--- config.mk ---
export PLATFORM = sky130hd
export DESIGN_NAME = mix_columns_iter
export DESIGN_NICKNAME = d
export VERILOG_FILES = /design/src/rtl/aes_pkg.sv /design/src/rtl/mix_single_column.sv /design/src/rtl/mix_columns_iter.sv
export SDC_FILE = /design/constraint.sdc
export NUM_CORES = 1
export LEC_CHECK = 0
export CORE_ASPECT_RATIO = 0.7
export CORE_UTILIZATION = 58
export CTS_CLUSTER_DIAMETER = 200
export CTS_CLUSTER_SIZE = 25
export DETAILED_ROUTE_END_ITERATION = 7
export DONT_BUFFER_PORTS = 1
export HOLD_SLACK_MARGIN = 0.15
export PLACE_DENSITY = 0.74
export SKIP_CTS_REPAIR_TIMING = 1
export SLEW_MARGIN = 40
export SYNTH_ARGS = -nofsm -noshare
export SYNTH_HDL_FRONTEND = slang
export SYNTH_SLANG_ARGS = --single-unit
--- constraint.sdc ---
create_clock -name clk -period 4.5 [get_ports clk]
set_input_delay 0.9 -clock clk [delete_from_list [all_inputs] [get_ports clk]]
set_output_delay 0.9 -clock clk [all_outputs]
set_load 0.01 [all_outputs]
--- src/rtl/aes_pkg.sv ---
// Shared AES definitions: widths, FSM state encoding and GF(2^8) helpers.
package aes_pkg;

  localparam int unsigned AES_STATE_W   = 128;
  localparam int unsigned AES_COL_W     = 32;
  localparam int unsigned AES_NCOL      = 4;
  localparam int unsigned AES_COL_IDX_W = $clog2(AES_NCOL);
  localparam int unsigned AES_BIT_IDX_W = $clog2(AES_STATE_W);
  localparam logic [7:0]  AES_POLY      = 8'h1b;

  typedef enum logic [1:0] {
    IDLE   = 2'd0,
    CALC   = 2'd1,
    BYPASS = 2'd2,
    DONE   = 2'd3
  } aes_state_e;

  // Multiply by x in GF(2^8) modulo the AES polynomial.
  function automatic logic [7:0] xtime(input logic [7:0] x);
    return {x[6:0], 1'b0} ^ (x[7] ? AES_POLY : 8'h00);
  endfunction

  // Multiply by 3 (x + 1) in GF(2^8).
  function automatic logic [7:0] mul3(input logic [7:0] x);
    return xtime(x) ^ x;
  endfunction

endpackage

--- src/rtl/mix_single_column.sv ---
// Combinational MixColumns transform of one 32-bit column (a0 = top byte).
module mix_single_column
  import aes_pkg::*;
(
  input  logic [AES_COL_W-1:0] col_in,
  output logic [AES_COL_W-1:0] col_out
);

  logic [7:0] a0, a1, a2, a3;
  logic [7:0] b0, b1, b2, b3;

  assign a0 = col_in[31:24];
  assign a1 = col_in[23:16];
  assign a2 = col_in[15:8];
  assign a3 = col_in[7:0];

  // Fixed MixColumns matrix rows applied to the column bytes.
  always_comb begin
    b0 = xtime(a0) ^ mul3(a1) ^ a2        ^ a3;
    b1 = a0        ^ xtime(a1) ^ mul3(a2) ^ a3;
    b2 = a0        ^ a1        ^ xtime(a2) ^ mul3(a3);
    b3 = mul3(a0)  ^ a1        ^ a2        ^ xtime(a3);
  end

  assign col_out = {b0, b1, b2, b3};

endmodule

--- src/rtl/mix_columns_iter.sv ---
// Column-serial AES MixColumns stage: one column per cycle through a shared
// column multiplier, with a per-block bypass for the final round.
module mix_columns_iter
  import aes_pkg::*;
(
  input  logic                   clk,
  input  logic                   rst,
  input  logic                   in_valid,
  output logic                   in_ready,
  input  logic [AES_STATE_W-1:0] data_in,
  input  logic                   in_bypass,
  output logic                   out_valid,
  input  logic                   out_ready,
  output logic [AES_STATE_W-1:0] data_out
);

  aes_state_e                 state_q, state_d;
  logic [AES_COL_IDX_W-1:0]   col_q, col_d;
  logic [AES_STATE_W-1:0]     data_q, data_d;
  logic                       byp_wait_q, byp_wait_d;
  logic [AES_BIT_IDX_W-1:0]   col_lsb;
  logic [AES_COL_W-1:0]       col_sel;
  logic [AES_COL_W-1:0]       col_mixed;

  // Column c sits at [127-32c -: 32], i.e. its LSB is 32*(3-c).
  assign col_lsb = {~col_q, 5'b0};
  assign col_sel = data_q[col_lsb +: AES_COL_W];

  mix_single_column u_mix (
    .col_in  (col_sel),
    .col_out (col_mixed)
  );

  // State, column counter and state-array registers.
  always_ff @(posedge clk or posedge rst) begin
    if (rst) begin
      state_q    <= IDLE;
      col_q      <= '0;
      data_q     <= '0;
      byp_wait_q <= 1'b0;
    end else begin
      state_q    <= state_d;
      col_q      <= col_d;
      data_q     <= data_d;
      byp_wait_q <= byp_wait_d;
    end
  end

  // Next-state decode; BYPASS dwells two cycles so the bypass latency is 2.
  always_comb begin
    state_d = state_q;
    unique case (state_q)
      IDLE:    if (in_valid)           state_d = in_bypass ? BYPASS : CALC;
      CALC:    if (col_q == 2'd3)      state_d = DONE;
      BYPASS:  if (byp_wait_q)         state_d = DONE;
      DONE:    if (out_ready)          state_d = IDLE;
      default:                         state_d = IDLE;
    endcase
  end

  // Datapath updates: latch on accept, rewrite one column per CALC cycle.
  always_comb begin
    data_d     = data_q;
    col_d      = col_q;
    byp_wait_d = 1'b0;
    unique case (state_q)
      IDLE: begin
        if (in_valid) begin
          data_d = data_in;
          col_d  = '0;
        end
      end
      CALC: begin
        data_d[col_lsb +: AES_COL_W] = col_mixed;
        col_d                        = col_q + 2'd1;
      end
      BYPASS:  byp_wait_d = ~byp_wait_q;
      default: ;
    endcase
  end

  // Handshake outputs decoded from the state register only.
  always_comb begin
    in_ready  = (state_q == IDLE);
    out_valid = (state_q == DONE);
  end

  assign data_out = data_q;

endmodule

==> flow_metrics.env <==
export IMPL_ys_async_sr_fraction_pct=100
export IMPL_cp_required_ns=4.83
export IMPL_fp_dieW_um=142
export IMPL_coreArea_mm2=0.0133
export IMPL_endpoint_kind="flip-flop"
export IMPL_ys_flop_type="dfrtp_1"
export IMPL_rows=35
export IMPL_die_y_um=100
export IMPL_antenna_found_initial=1
export IMPL_layout_commonest_cell="nand2_1"
export IMPL_firstDrtPassIters=5
export IMPL_arrival_ns=3.57
export IMPL_finClkSkew_ns=0.00921
export IMPL_hold_path_class="in2async"
export IMPL_rsz0062_at_grt="false"
export IMPL_nets=838
export IMPL_timing_slew_headroom_pct=41.7
export IMPL_clockRootBuffer="clkbuf_16"
export IMPL_grt_pass1_vias=6196
export IMPL_clkTransAtPathRegs_ns=0.07
export IMPL_cts_max_level=4
export IMPL_fillCellCount=989
export IMPL_min_period_over_period_pct=71.9
export IMPL_synth_area_leaders="dfrtp_1, o221ai_1, nand2_1"
export IMPL_synth_net_count=867
export IMPL_finalHoldViolCount=0
export IMPL_routedWlPerCell_um=28.2
export IMPL_fp_dieArea_mm2=0.0143
export IMPL_finalWirelength_um=25300
export IMPL_layout_area_seq_mm2=0.00333
export IMPL_ys_seq_area_share_pct=41.6
export IMPL_report_final_slew_viol_count=0
export IMPL_cts_buffers=17
export IMPL_cts_tree="yes"
export IMPL_num_vias=6388
export IMPL_drtIter0Drc=644
export IMPL_drive_above_1_share_pct=12.8
export IMPL_globalRouteOverflowTotal=0
export IMPL_fmax_ghz=0.309
export IMPL_critical_path_class="reg2reg"
export IMPL_syn_avg_cell_area_um2=11.0
export IMPL_track_usage_pct=36.6
export IMPL_worstSkewPairLatency_ns=0.43
export IMPL_ctsLongestPathBuffers=2
export IMPL_status="complete, no violations"
export IMPL_setup_viol=0
export IMPL_initial_utilization_pct=60.2
export IMPL_area_delta_synth_final_pct=8.94
export IMPL_maxCapViolations=0
export IMPL_synth_top_area_share_pct=41.6
export IMPL_grt_max_degree=128
export IMPL_postRouteAntennaNets=0
export IMPL_multi_input_comb_area_mm2=0.00442
export IMPL_synthCells=726
export IMPL_fin_crit_ns=3.24
export IMPL_crit_path_max_fanout=29
export IMPL_pin_count=263
export IMPL_synth_edff_count=0
export IMPL_numPortBuffers=0
export IMPL_syn_area_mm2=0.00801
export IMPL_grt_pass1_wl_um=38000
export IMPL_synth_largest_area_cell="dfrtp_1"
export IMPL_viasPerCell=7.13
export IMPL_ys_ff_latch=133
export IMPL_setup_tns_ns=0
export IMPL_layout_common_cells="nand2_1, dfrtp_1, o221ai_1, xnor3_1, mux4_2"
export IMPL_yosysWarnings=0
export IMPL_routabilityCongestion=0.892
export IMPL_dpl_hpwl_um=17700
export IMPL_cts_sinks=133
export IMPL_drc=0
export IMPL_synth_cell_types=32
export IMPL_worst_pin_slew_ns=0.874
export IMPL_crit_path_start_kind="flip-flop"
## Yosys cell counts, types with 3 or more instances
cell and number:
xnor2_1 4, mux4_1 4, o221ai_1 128, xor2_1 16, xor3_1 5, mux4_2 28
ha_1 8, xnor3_1 39, nand2_1 261, inv_1 7, dfrtp_1 133, clkbuf_1 54
xnor2_2 4, buf_2 4, mux2_2 3, o21ai_0 5
## worst max-delay path, stage by stage (launching register included)
cell and delay [ns]:
dfrtp_4 0.78, buf_4 0.33, mux4_1 0.74, xor2_2 0.48, xnor3_1 0.56, o221ai_1 0.23
## registers in the layout, summed over array words and instances (netlist names)
name / flops
byp_wait_q: 1
col_q: 2
data_out: 128
state_q: 2
## per-layer routing
| layer | vias to the layer above | global-route usage [%] | part of all wire [%] |
|---|---|---|---|
| met5 | - | 0 | 0 |
| met4 | 0 | 12.3 | 1.7 |
| met3 | 34 | 10.9 | 13 |
| met2 | 495 | 56.2 | 47 |
| met1 | 3211 | 50.2 | 38 |
| li1 | 2648 | - | - |
## logic make-up (layout without fill, tap and decap cells)
logic type                 after synthesis  after routing  synth area share [%]
buffers and inverters                   70             54                  3.72
muxes                                   35             35                  9.61
other                                    0              1                     0
AOI/OAI and AO/OA                      135            135                  14.4
xor gates and xnor gates                71             71                  16.2
DFF                                    133            133                  41.6
adders and majority gates                8              8                  1.25
and+or+nand+nor                        274            274                  13.2
## area by class of cell
cell class / count / share of cell area, %
diodes: 1 / 0.0287
clock buffers: 19 / 5.08
clock inverters: 13 / 1.15
inverters: 8 / 0.516
multi-input cells: 523 / 50.6
flip-flops and latches: 133 / 38.2
well taps: 185 / 2.65
repair buffers: 14 / 1.74
## path summary, 6_finish.rpt
check	startpoint	cells past startpoint	slack, ns	to
worst max-delay path	col_q[0]$_DFFE_PP0P_	5	1.26	data_out[11]$_DFFE_PP0P_
worst min-delay path	rst	1	0.31	data_out[5]$_DFFE_PP0P_
worst max register to register	col_q[0]$_DFFE_PP0P_	5	1.26	data_out[11]$_DFFE_PP0P_
worst min register to register	byp_wait_q$_DFF_PP0_	1	0.42	byp_wait_q$_DFF_PP0_
max in group asynchronous	rst	2	3.29	data_out[73]$_DFFE_PP0P_
min in group clk	byp_wait_q$_DFF_PP0_	1	0.42	byp_wait_q$_DFF_PP0_
## per-stage QoR
stage / hold WS [ns] / area, um^2 / setup WS [ns] / std cells / util, %
after floorplan: 0.389 / 8010 / 0.0456 / 726 / -
after global placement: 0.411 / 8100 / 1.16 / 860 / 60.8
after detailed placement: 0.413 / 8140 / 1.26 / 862 / 61.2
after CTS: 0.422 / 8690 / 1.25 / 894 / 65.2
after global routing: 0.412 / 8720 / 1.12 / 895 / 65.5
final: 0.312 / 8720 / 1.26 / 896 / 65.5
Power is not shown: default switching activity piles up to over one toggle a cycle in this logic, so the estimate is an artifact.
